File: src/rtl/card_display_ctrl.sv
// Multi-channel seven-segment card display: per-channel face-down dash, timed reveal,
// and a shared blink phase for highlighting revealed cards. Segments are active-low, g..a.
module card_display_ctrl #(
    parameter int unsigned NUM_CH      = 6,
    parameter int unsigned FLIP_CYCLES = 4,
    parameter int unsigned BLINK_HALF  = 8
) (
    input  logic                  clk,
    input  logic                  reset,
    input  logic                  clear,
    input  logic [NUM_CH-1:0]     load_en,
    input  logic [4*NUM_CH-1:0]   card_in,
    input  logic [NUM_CH-1:0]     blink_en,
    output logic [7*NUM_CH-1:0]   seg7_out,
    output logic                  busy
);

    localparam int unsigned FW        = (FLIP_CYCLES > 1) ? $clog2(FLIP_CYCLES) : 1;
    localparam int unsigned BW        = (BLINK_HALF > 1) ? $clog2(BLINK_HALF) : 1;
    localparam int unsigned FLIP_INIT = (FLIP_CYCLES > 0) ? FLIP_CYCLES - 1 : 0;
    localparam logic [6:0]  SEG_BLANK = 7'b1111111;
    localparam logic [6:0]  SEG_DASH  = 7'b0111111;

    typedef enum logic [1:0] {
        ST_EMPTY = 2'd0,
        ST_FLIP  = 2'd1,
        ST_SHOW  = 2'd2
    } state_t;

    state_t              r_state     [NUM_CH];
    logic [FW-1:0]       r_cnt       [NUM_CH];
    logic [3:0]          r_card      [NUM_CH];
    logic [BW-1:0]       r_blink_cnt;
    logic                r_phase;
    logic [7*NUM_CH-1:0] r_seg;

    state_t              w_state_nxt [NUM_CH];
    logic [FW-1:0]       w_cnt_nxt   [NUM_CH];
    logic [3:0]          w_card_nxt  [NUM_CH];
    logic [BW-1:0]       w_blink_cnt_nxt;
    logic                w_phase_nxt;
    logic [7*NUM_CH-1:0] w_seg_nxt;

    function automatic logic [6:0] f_decode(input logic [3:0] code);
        case (code)
            4'd1:    f_decode = 7'b0001000;
            4'd2:    f_decode = 7'b0100100;
            4'd3:    f_decode = 7'b0110000;
            4'd4:    f_decode = 7'b0011001;
            4'd5:    f_decode = 7'b0010010;
            4'd6:    f_decode = 7'b0000010;
            4'd7:    f_decode = 7'b1111000;
            4'd8:    f_decode = 7'b0000000;
            4'd9:    f_decode = 7'b0010000;
            4'd10:   f_decode = 7'b1000000;
            4'd11:   f_decode = 7'b1110001;
            4'd12:   f_decode = 7'b0011000;
            4'd13:   f_decode = 7'b0001001;
            default: f_decode = SEG_BLANK;
        endcase
    endfunction

    // Shared blink timebase; free-running, untouched by clear
    always_comb begin
        w_blink_cnt_nxt = r_blink_cnt + BW'(1);
        w_phase_nxt     = r_phase;
        if (r_blink_cnt == BW'(BLINK_HALF - 1)) begin
            w_blink_cnt_nxt = '0;
            w_phase_nxt     = ~r_phase;
        end
    end

    // Per-channel next state; output is decoded from the state being entered
    always_comb begin
        w_seg_nxt = '1;
        for (int i = 0; i < NUM_CH; i++) begin
            w_state_nxt[i] = r_state[i];
            w_cnt_nxt[i]   = r_cnt[i];
            w_card_nxt[i]  = r_card[i];
            if (clear) begin
                w_state_nxt[i] = ST_EMPTY;
            end else if (load_en[i]) begin
                if (card_in[4*i +: 4] >= 4'd1 && card_in[4*i +: 4] <= 4'd13) begin
                    w_card_nxt[i] = card_in[4*i +: 4];
                    if (FLIP_CYCLES > 0) begin
                        w_state_nxt[i] = ST_FLIP;
                        w_cnt_nxt[i]   = FW'(FLIP_INIT);
                    end else begin
                        w_state_nxt[i] = ST_SHOW;
                    end
                end else begin
                    w_state_nxt[i] = ST_EMPTY;
                end
            end else if (r_state[i] == ST_FLIP) begin
                if (r_cnt[i] == '0) begin
                    w_state_nxt[i] = ST_SHOW;
                end else begin
                    w_cnt_nxt[i] = r_cnt[i] - FW'(1);
                end
            end

            case (w_state_nxt[i])
                ST_FLIP: w_seg_nxt[7*i +: 7] = SEG_DASH;
                ST_SHOW: w_seg_nxt[7*i +: 7] = (blink_en[i] && w_phase_nxt) ? SEG_BLANK
                                                                          : f_decode(w_card_nxt[i]);
                default: w_seg_nxt[7*i +: 7] = SEG_BLANK;
            endcase
        end
    end

    always_ff @(posedge clk or posedge reset) begin
        if (reset) begin
            r_blink_cnt <= '0;
            r_phase     <= 1'b0;
            r_seg       <= '1;
            for (int i = 0; i < NUM_CH; i++) begin
                r_state[i] <= ST_EMPTY;
                r_cnt[i]   <= '0;
                r_card[i]  <= '0;
            end
        end else begin
            r_blink_cnt <= w_blink_cnt_nxt;
            r_phase     <= w_phase_nxt;
            r_seg       <= w_seg_nxt;
            for (int i = 0; i < NUM_CH; i++) begin
                r_state[i] <= w_state_nxt[i];
                r_cnt[i]   <= w_cnt_nxt[i];
                r_card[i]  <= w_card_nxt[i];
            end
        end
    end

    // busy follows registered state directly
    always_comb begin
        busy = 1'b0;
        for (int i = 0; i < NUM_CH; i++) begin
            if (r_state[i] == ST_FLIP) busy = 1'b1;
        end
    end

    assign seg7_out = r_seg;

endmodule

File: config.mk
export PLATFORM = sky130hd
export DESIGN_NAME = card_display_ctrl
export DESIGN_NICKNAME = d
export VERILOG_FILES = /design/src/rtl/card_display_ctrl.sv
export SDC_FILE = /design/constraint.sdc
export NUM_CORES = 1
export LEC_CHECK = 0
export ABC_AREA = 1
export CAP_MARGIN = 0
export CORE_UTILIZATION = 50
export DETAILED_ROUTE_END_ITERATION = 16
export GPL_ROUTABILITY_DRIVEN = 0
export PLACE_DENSITY = 0.78
export REMOVE_ABC_BUFFERS = 1
export SLEW_MARGIN = 10
export SYNTH_ARGS = -nofsm -noshare
export SYNTH_HDL_FRONTEND = slang
export SYNTH_SLANG_ARGS = --single-unit
File: constraint.sdc
create_clock -name clk -period 3 [get_ports clk]
set_clock_uncertainty 0.2 [all_clocks]
set_input_delay 0.3 -clock clk [delete_from_list [all_inputs] [get_ports clk]]
set_output_delay 0.3 -clock clk [all_outputs]
set_load 0.01 [all_outputs]
==> flow_summary.toml <==
[critical_path]
endpoint_kind = "flop"
cp.arrival_ps = 2580
worstSetupStartpoint = "clear"
required_ps = 3080
reg2reg_from = "r_blink_cnt[0]"
crit_path_max_fanout = 13
crit_path_start_kind = "input pin"
path_class = "input pin to flop"

[logic_synthesis]
synth.avg_cell_area_um2 = 7.67
synth_compound_area_share_pct = 8.43
synthMuxAreaShare_pct = 0
synthAdderAreaFrac_pct = 8.95
synth-seq-area-share_pct = 42.0
yosys_register_bits = 94
syn-cell-area_um2 = 5730
netlist_instances = 747
synth_xor_area_share_pct = 0.153
synth_top_family_by_area = "simple AND/OR/NAND/NOR gates"
synth_cell_types = 39
yosysWarnings = 0
yosys.area_share.simple_pct = 32.6

[power]
p_comb_share_pct = 31.1
p_switching_mw = 1.21
leakage_nw = 3.44
internal-power_mw = 2.53
power_frac_seq_pct = 41.9
peakVddDrop_mv = 0.261
swShare_pct = 32.5
p_per_area_nw_per_um2 = 535
clkPwrFrac_pct = 27.0

[finish]
areaGrowthSynthToFinish_pct = 21.9
drive_gt1_share_pct = 10.9
diodes = 0
fin_nets = 918
fin_util_pct = 63.6

[sta]
slew_viol_final = 0
tightest_slew_ps = 669
clock.fmax_ghz = 0.400
slew-limit-headroom_pct = 55.4
setup_viol = 0
rsz0062_at_grt = "false"
fin_crit_ps = 2500
final.setup.tns_ps = 0
min_period_over_period_pct = 83.3
final-hold-violation-count = 0

[die]
start_util_pct = 52.2
dieHeight_um = 109
rows = 38
io_pins = 82
die_x_um = 109
coreArea_um2 = 11000
die-area_um2 = 11900

[global_routing]
grt_max_degree = 42
grt_overflow = 0
grt_first_pass_wirelength_um = 20900
antenna_found_initial = 0
track_usage_pct = 22.2
grt_pass1_vias = 4806

[clocking]
post-cts-setup-buffers = 0
clk_latency_ps = 340
clkTransAtPathRegs_ps = 60
cts_hold_buf = 0
cts_buffers = 9
root_buffer = "clkbuf_16"
post_cts_resized = 0
cts_max_level = 3
cts_tree = "yes"
cts_num_sinks = 94
cts.path.max_buffers = 2

[drt]
via_per_inst = 5.29
routedWlPerCell_um = 12.6
dr_total_vias = 5198
wl_met1_um = 5470
top_layer = "met4"
drtIter0Drc = 226
wl_met3_um = 386
routed-wl-met2_um = 6310
routed_wl_um = 12400
drc = 0
ant_nets = 0
firstDrtPassIters = 6

[place]
port_buffers = 81
hpwl_um = 9370

[status]
status = "complete, no violations"

[worst_hold_path]
worstHoldPathType = "input pin to async pin"

[flow_run]
cap_violations = 0
-- routing by layer --
metal | GRT usage, % | vias up
li1 | - | 2626
met1 | 26.3 | 2442
met2 | 39.4 | 113
met3 | 3.29 | 17
met4 | 10.0 | 0
met5 | 0 | -
-- registers in the layout, indices dropped and copies added, names as in the netlist --
name / count
seg7_out: 42
r_card: 24
r_phase: 1
r_state: 12
r_blink_cnt: 3
r_cnt: 12
-- cell type report --
class	instances	area [um2]
multi-input combinational	538	2870
sequential	94	2400
tap	140	175
clock buffer	14	244
inverter	107	405
fill	964	4000
timing repair buffer	88	876
clock inverter	2	10.0
-- critical path: stages --
cell,delay (ps)
clkdlybuf4s50_1,410
buf_4,220
inv_2,230
nand4_2,260
o21ai_1,390
ha_1,310
a21oi_1,170
nand2_1,80
nand3_1,90
nand2_1,50
nand2_1,70
-- synthesized netlist by cell type --
cell	instances	area [um2]
nand2_1	212	796
nor2_4	2	22.5
buf_2	5	25.0
nor2_8	1	20.0
clkinv_1	1	3.75
nand4_2	2	25.0
nor3b_1	1	7.51
nand4_4	1	21.3
nand2_2	9	56.3
o21bai_1	2	15.0
or2_2	1	6.26
a31o_2	1	8.76
clkbuf_1	1	3.75
xnor2_1	1	8.76
o21ai_0	32	160
nand3_2	3	30.0
inv_1	100	375
inv_2	5	18.8
buf_6	2	22.5
inv_4	1	6.26
nand3_4	1	17.5
a21oi_1	12	60.1
nand4_1	29	181
o2111ai_1	1	8.76
dfstp_2	42	1100
o21ai_1	15	75.1
dfrtp_1	52	1300
and2_1	3	18.8
nor2_1	62	233
o21ai_4	1	16.3
a22oi_1	3	22.5
o21ai_2	3	26.3
nand3_1	76	380
a31oi_1	5	31.3
o22ai_1	2	12.5
a41oi_1	1	8.76
nor3_1	10	50.1
ha_1	41	513
o211ai_1	5	37.5
-- logic make-up (layout without fill, tap and decap cells) --
family          after synthesis  after routing
fa+ha+maj                    41             41
buf+inv                     115            211
compound gates               83             83
xor+xnor                      1              1
simple gates                413            413
flops                        94             94
-- placed cells by master, fill, tap and decap left out, types with 2 or more instances in the layout --
cell / n
a21oi_1: 12
a22oi_1: 3
a31oi_1: 5
and2_1: 3
buf_4: 6
clkbuf_1: 5
clkbuf_16: 9
clkdlybuf4s50_1: 81
clkinv_2: 3
dfrtp_1: 52
dfstp_2: 42
ha_1: 41
inv_1: 99
inv_2: 5
nand2_1: 212
nand2_2: 9
nand3_1: 76
nand3_2: 3
nand4_1: 29
nand4_2: 2
nor2_1: 62
nor2_4: 2
nor3_1: 10
o211ai_1: 5
o21ai_0: 32
o21ai_1: 15
o21ai_2: 3
o21bai_1: 2
o22ai_1: 2
-- worst paths after layout --
path	depth (start not counted)	slack, ps	end
max	11	500	seg7_out[25]
min	2	170	r_card[20]
max reg2reg	10	580	seg7_out[15]
min reg2reg	1	250	r_blink_cnt[0]
max in group asynchronous	3	1710	seg7_out[23]
min in group clk	1	250	r_blink_cnt[0]
-- power groups by stage --
stage | sequential, mW | combinational, mW | clock, mW
after detailed placement | 1.59 | 1.16 | 0
final | 1.57 | 1.16 | 1.01
after global placement | 1.58 | 1.11 | 0
after CTS | 1.56 | 1.16 | 1.04
after floorplan | 1.61 | 0.732 | 0
after global routing | 1.58 | 1.32 | 1.09
-- per-stage QoR --
stage	hold slack [ps]	area (um2)	cells	power (mW)	setup WS [ps]
3_5_place_dp	240	6730	967	2.74	185
2_1_floorplan	197	5680	739	2.34	121
4_1_cts	188	6990	983	3.77	537
6_report	171	6990	983	3.74	501
3_3_place_gp	216	6730	967	2.68	295
5_1_grt	232	6990	983	3.99	266
No activity file was read; power rests on OpenSTA's default activity.
